File: src/rtl/vedic_multiplier_16bit_pkg.sv
// Shared widths and Urdhva 2x2/4x4 building blocks.
// Used by vedic_mul8 and the 16-bit top.
package vedic_multiplier_16bit_pkg;

  localparam int OP_W   = 16;
  localparam int PROD_W = 32;
  localparam int HALF_W = 8;

  // 2x2 cell: AND terms plus two half adders.
  function automatic logic [3:0] vmul2(
    input logic [1:0] a,
    input logic [1:0] b
  );
    logic t0, t1, t2, t3, c1;
    logic [3:0] p;
    t0 = a[0] & b[0];
    t1 = a[1] & b[0];
    t2 = a[0] & b[1];
    t3 = a[1] & b[1];
    c1 = t1 & t2;
    p[0] = t0;
    p[1] = t1 ^ t2;
    p[2] = t3 ^ c1;
    p[3] = t3 & c1;
    return p;
  endfunction

  // 4x4 from four 2x2 cells, vertical-and-crosswise.
  function automatic logic [7:0] vmul4(
    input logic [3:0] a,
    input logic [3:0] b
  );
    logic [3:0] ll, hl, lh, hh;
    logic [4:0] mid;
    logic [5:0] hi;
    ll  = vmul2(a[1:0], b[1:0]);
    hl  = vmul2(a[3:2], b[1:0]);
    lh  = vmul2(a[1:0], b[3:2]);
    hh  = vmul2(a[3:2], b[3:2]);
    mid = {1'b0, hl} + {1'b0, lh};
    // ll[1:0] is final; the rest shares weight 2^2.
    hi  = {hh, ll[3:2]} + {1'b0, mid};
    return {hi, ll[1:0]};
  endfunction

endpackage

File: src/rtl/vedic_mul8.sv
// Unsigned 8x8 -> 16 Urdhva multiplier.
// Ports: a, b (8-bit operands), p (16-bit product).
module vedic_mul8
  import vedic_multiplier_16bit_pkg::*;
(
  input  logic [7:0]  a,
  input  logic [7:0]  b,
  output logic [15:0] p
);

  logic [7:0]  ll, hl, lh, hh;
  logic [8:0]  mid;
  logic [11:0] hi;

  always_comb begin
    ll  = vmul4(a[3:0], b[3:0]);
    hl  = vmul4(a[7:4], b[3:0]);
    lh  = vmul4(a[3:0], b[7:4]);
    hh  = vmul4(a[7:4], b[7:4]);
    mid = {1'b0, hl} + {1'b0, lh};
    // ll[3:0] is final; upper bits share weight 2^4.
    hi  = {hh, ll[7:4]} + {3'b000, mid};
    p   = {hi, ll[3:0]};
  end

endmodule

File: src/rtl/vedic_multiplier_16bit.sv
// Exact 16x16 Urdhva multiplier, registered product.
// Ports: clk, rst_n (async low), in1, in2 (16b), out (32b).
module vedic_multiplier_16bit
  import vedic_multiplier_16bit_pkg::*;
(
  input  logic        clk,
  input  logic        rst_n,
  input  logic [15:0] in1,
  input  logic [15:0] in2,
  output logic [31:0] out
);

  logic [15:0] pp_ll, pp_hl, pp_lh, pp_hh;
  logic [16:0] mid;
  logic [23:0] hi;
  logic [31:0] prod;

  vedic_mul8 u_ll (
    .a (in1[HALF_W-1:0]),
    .b (in2[HALF_W-1:0]),
    .p (pp_ll)
  );

  vedic_mul8 u_hl (
    .a (in1[OP_W-1:HALF_W]),
    .b (in2[HALF_W-1:0]),
    .p (pp_hl)
  );

  vedic_mul8 u_lh (
    .a (in1[HALF_W-1:0]),
    .b (in2[OP_W-1:HALF_W]),
    .p (pp_lh)
  );

  vedic_mul8 u_hh (
    .a (in1[OP_W-1:HALF_W]),
    .b (in2[OP_W-1:HALF_W]),
    .p (pp_hh)
  );

  always_comb begin
    mid  = {1'b0, pp_hl} + {1'b0, pp_lh};
    // ll[7:0] bypasses; the rest sums at weight 2^8.
    hi   = {pp_hh, pp_ll[15:8]} + {7'd0, mid};
    prod = {hi, pp_ll[7:0]};
  end

  always_ff @(posedge clk or negedge rst_n) begin
    if (!rst_n) out <= '0;
    else        out <= prod;
  end

endmodule

File: config.mk
export PLATFORM = sky130hd
export DESIGN_NAME = vedic_multiplier_16bit
export DESIGN_NICKNAME = d
export VERILOG_FILES = /design/src/rtl/vedic_multiplier_16bit_pkg.sv /design/src/rtl/vedic_mul8.sv /design/src/rtl/vedic_multiplier_16bit.sv
export SDC_FILE = /design/constraint.sdc
export NUM_CORES = 1
export LEC_CHECK = 0
export ABC_CLOCK_PERIOD_IN_PS = 800
export BUFFER_PORTS_ARGS = -buffer_cell sky130_fd_sc_hd__buf_2
export CAP_MARGIN = 30
export CELL_PAD_IN_SITES_DETAIL_PLACEMENT = 0
export CELL_PAD_IN_SITES_GLOBAL_PLACEMENT = 1
export CORE_AREA = 2 2 119 208
export DETAILED_ROUTE_END_ITERATION = 16
export DIE_AREA = 0 0 121 210
export PLACE_DENSITY_LB_ADDON = 0.2
export SYNTH_ARGS = -nofsm -noshare
export SYNTH_HDL_FRONTEND = slang
export SYNTH_SLANG_ARGS = --single-unit
File: constraint.sdc
create_clock -name clk -period 0.8 [get_ports clk]
set_input_delay 0.04 -clock clk [delete_from_list [all_inputs] [get_ports clk]]
set_output_delay 0.04 -clock clk [all_outputs]
set_load 0.02 [all_outputs]
==> impl_results.md <==
- CP Max Fanout: 9
- Fillers: 1943
- Vias post-DR: 10062
- Std-Cell Core Area: 23700 um2
- Main flop type after synthesis: dfrtp_1
- Die Ht: 210 um
- Yosys warnings: 0
- Footprint of the multi-input gates: 10900 um2
- Min-delay src: in2[0]
- Worst hold endpoint: out[0]$_DFF_PN0_
- Initial Util: 0.493
- Final Cycle Share: 7.38
- Number of synthesized flops with an enable pin: 0
- Die Wd: about 120 um
- Cells after synthesis: 1351
- Hpwl dp: 28700 um
- DRC: 0
- Largest family of logic cells by synthesized area: adder cells
- N_diodes: 0
- Status: finished with violations
- RSZ-0062 raised after global routing: yes
- GP Congestion: 0.874
- DR iter-0 viols: 309
- Critical path capture point type: flip-flop
- CTS tree: done
- Critical Path Max Stage Delay: 0.55 ns
- Post-route core utilization: 0.668
- Slew headroom: 0.669
- Final setup violation count: between 60 and 70
- Minimum clock period: between 5 and 6 ns
- Syn_area_per_cell: 8.67 um2
- Clk pin slew, worst setup/hold paths: 0.08 ns
- Most frequent cells in the layout: inv_1, buf_4, and2_1
- Final Max Slew Viols: 0
- Slowest-stage cell, CP: fa_1
- Final hold violations: 0
- Initial antenna violation count: 0
- Synth async-reset ratio: 1.00
- H-Tree Depth: 2
- WL/cell: 17.7 um
- Full die area: 25400 um2
- Reg area: 801 um2
- Largest net degree at the start of global routing: 33
- Synth Area in Compound Gates: 0.104
- Met3 routed WL: 594 um
- Crit path launch type: input pin
- Sequential area share after synthesis: 0.0684
- Min Hold Slack: 0.127 ns
- Area delta synth->final: 35.5%
- Failing checks: setup timing
- Vias in the first global route: 11103
- Crit path DAT: 6.14 ns
- Commonest non-fill, non-tap cell in the layout: inv_1
- I/O pin count: 66
- Root buffer cell: clkbuf_16
- Mux contribution to synthesized area: 0.000855
- Highest metal used: met4
- Routed metal-1 wirelength: 11700 um
- Min-Delay Path Class: in -> reg
- Largest regs: out: 32 flops
- Yosys cell types: 48
- Gr ovfl total: 0
- CTS sink count: 32
- Metal2 WL: 20100 um
- Adder-cell area share of the yosys netlist: 0.484
- TritonCTS buffer count: 5
- Largest Register: out
- Post-synthesis xor/xnor area fraction: 0.0755
- Buffers on Ports: 65
- Post-DRT Antenna Nets: 0
- Final WL: 34400 um
- Simple logic cell fraction of the synthesized area: 0.163
- Max_cap viols: 0
- Crit path kind: in -> reg
- Req. time, crit path: 1.03 ns
- DRT Pass-1 Iters: 4
- Peak Freq: approximately 170 MHz
- First-pass GRT wire length: 55700 um
- Least-Margin Pin Slew: 0.494 ns
- CTS max path bufs: 2
- Synth Cell Area: 11700 um2
- Total GRT Usage: 0.286
- Hold path cells: 3
- Layout cell share with drive strength beyond 1: 0.318
- Syn Nets: 1758
- Placement row count: 75
- Final worst setup slack: -5.10 ns
- Nets: ~2000
- Vias/cell: ~5.2
- Max FFs per register: 32
- Seq cells post-synth: 32
==> timing repair <==
| action | in CTS | in global routing |
|---|---|---|
| hold buffers | 1 | 0 |
| endpoints found under the setup margin | 62 | 62 |
| pin swaps | 118 | 88 |
| resized for setup | 194 | 56 |
| hold endpoints to repair | 32 | 0 |
| cloned | 1 | 0 |
| setup buffers | 16 | 14 |
==> metal layers <==
layer	vias to the layer above	global-route usage
li1	4787	-
met5	-	0
met1	5027	0.271
met3	83	0.0230
met4	0	0.127
met2	165	0.595
==> worst max path at each step <==
stage / startpoint / endpoint / slack, ns
after floorplan: in1[9] / out[30]$_DFF_PN0_ / -5.14
after CTS: in2[2] / out[30]$_DFF_PN0_ / -5.01
final: in1[3] / out[31]$_DFF_PN0_ / -5.10
after global placement: in1[0] / out[30]$_DFF_PN0_ / -5.51
after detailed placement: in1[1] / out[30]$_DFF_PN0_ / -5.58
after global routing: in2[1] / out[31]$_DFF_PN0_ / -5.34
==> through the flow <==
| step | area (um2) | std cells | setup TNS, ns | setup WS [ns] |
|---|---|---|---|---|
| 5_1_grt | 15900 | 1939 | -127.14 | -5.34 |
| 3_5_place_dp | 14400 | 1908 | -131.60 | -5.58 |
| 2_1_floorplan | 12200 | 1351 | -117.28 | -5.14 |
| 4_1_cts | 15500 | 1929 | -119.77 | -5.01 |
| 3_3_place_gp | 14400 | 1908 | -130.40 | -5.51 |
| 6_report | 15900 | 1939 | -121.13 | -5.10 |
==> cell usage after synthesis, types with 2 or more instances <==
| cell | instances | share of area |
|---|---|---|
| xor2_1 | 33 | 0.025 |
| o2111ai_1 | 2 | 0.0015 |
| nor3b_1 | 4 | 0.0026 |
| nor3_1 | 8 | 0.0034 |
| a41oi_1 | 3 | 0.0022 |
| o21a_1 | 6 | 0.0038 |
| nand2b_1 | 2 | 0.0011 |
| dfrtp_1 | 32 | 0.068 |
| clkbuf_1 | 33 | 0.011 |
| fa_1 | 133 | 0.23 |
| o21bai_1 | 5 | 0.0032 |
| a2111oi_4 | 2 | 0.0047 |
| o211ai_1 | 5 | 0.0032 |
| xnor2_1 | 68 | 0.051 |
| a211o_1 | 2 | 0.0015 |
| a211oi_1 | 6 | 0.0038 |
| o31a_1 | 2 | 0.0015 |
| o21ai_1 | 4 | 0.0017 |
| ha_1 | 240 | 0.26 |
| o21ai_0 | 10 | 0.0043 |
| a31oi_1 | 2 | 0.0011 |
| nand3_1 | 2 | 0.00085 |
| a21oi_1 | 71 | 0.030 |
| o211ai_2 | 2 | 0.0021 |
| nand2_1 | 60 | 0.019 |
| and3_1 | 4 | 0.0021 |
| and2_1 | 218 | 0.12 |
| a21o_1 | 47 | 0.030 |
| nor2b_1 | 8 | 0.0043 |
| inv_1 | 290 | 0.093 |
| nor2_1 | 30 | 0.0096 |
==> final cells by class <==
class	instances	share of cell area
tap	308	0.0243
clock buffer	6	0.00812
clock inverter	2	0.00221
sequential	32	0.0505
timing repair buffer	306	0.161
multi-input combinational	995	0.685
inverter	290	0.0686
==> worst max-delay path: cells and delay by family <==
kind / cells / cell delay, ns
compound gates: 12 / 2.10
xor+xnor: 3 / 0.41
fa+ha+maj: 7 / 2.67
buf+inv: 7 / 0.68
simple gates: 2 / 0.24
==> kinds of logic (layout without fill, tap and decap cells) <==
| logic type | count (synthesis) | count (layout) |
|---|---|---|
| xor gates and xnor gates | 101 | 101 |
| AOI/OAI and AO/OA | 179 | 179 |
| buffers and inverters | 324 | 604 |
| adders and majority gates | 373 | 373 |
| and+or+nand+nor | 341 | 341 |
| muxes | 1 | 1 |
| DFF | 32 | 32 |
Power is left out: the tool's default activity adds up to more than one toggle a clock period on the data nets, which glitch-free logic cannot reach.
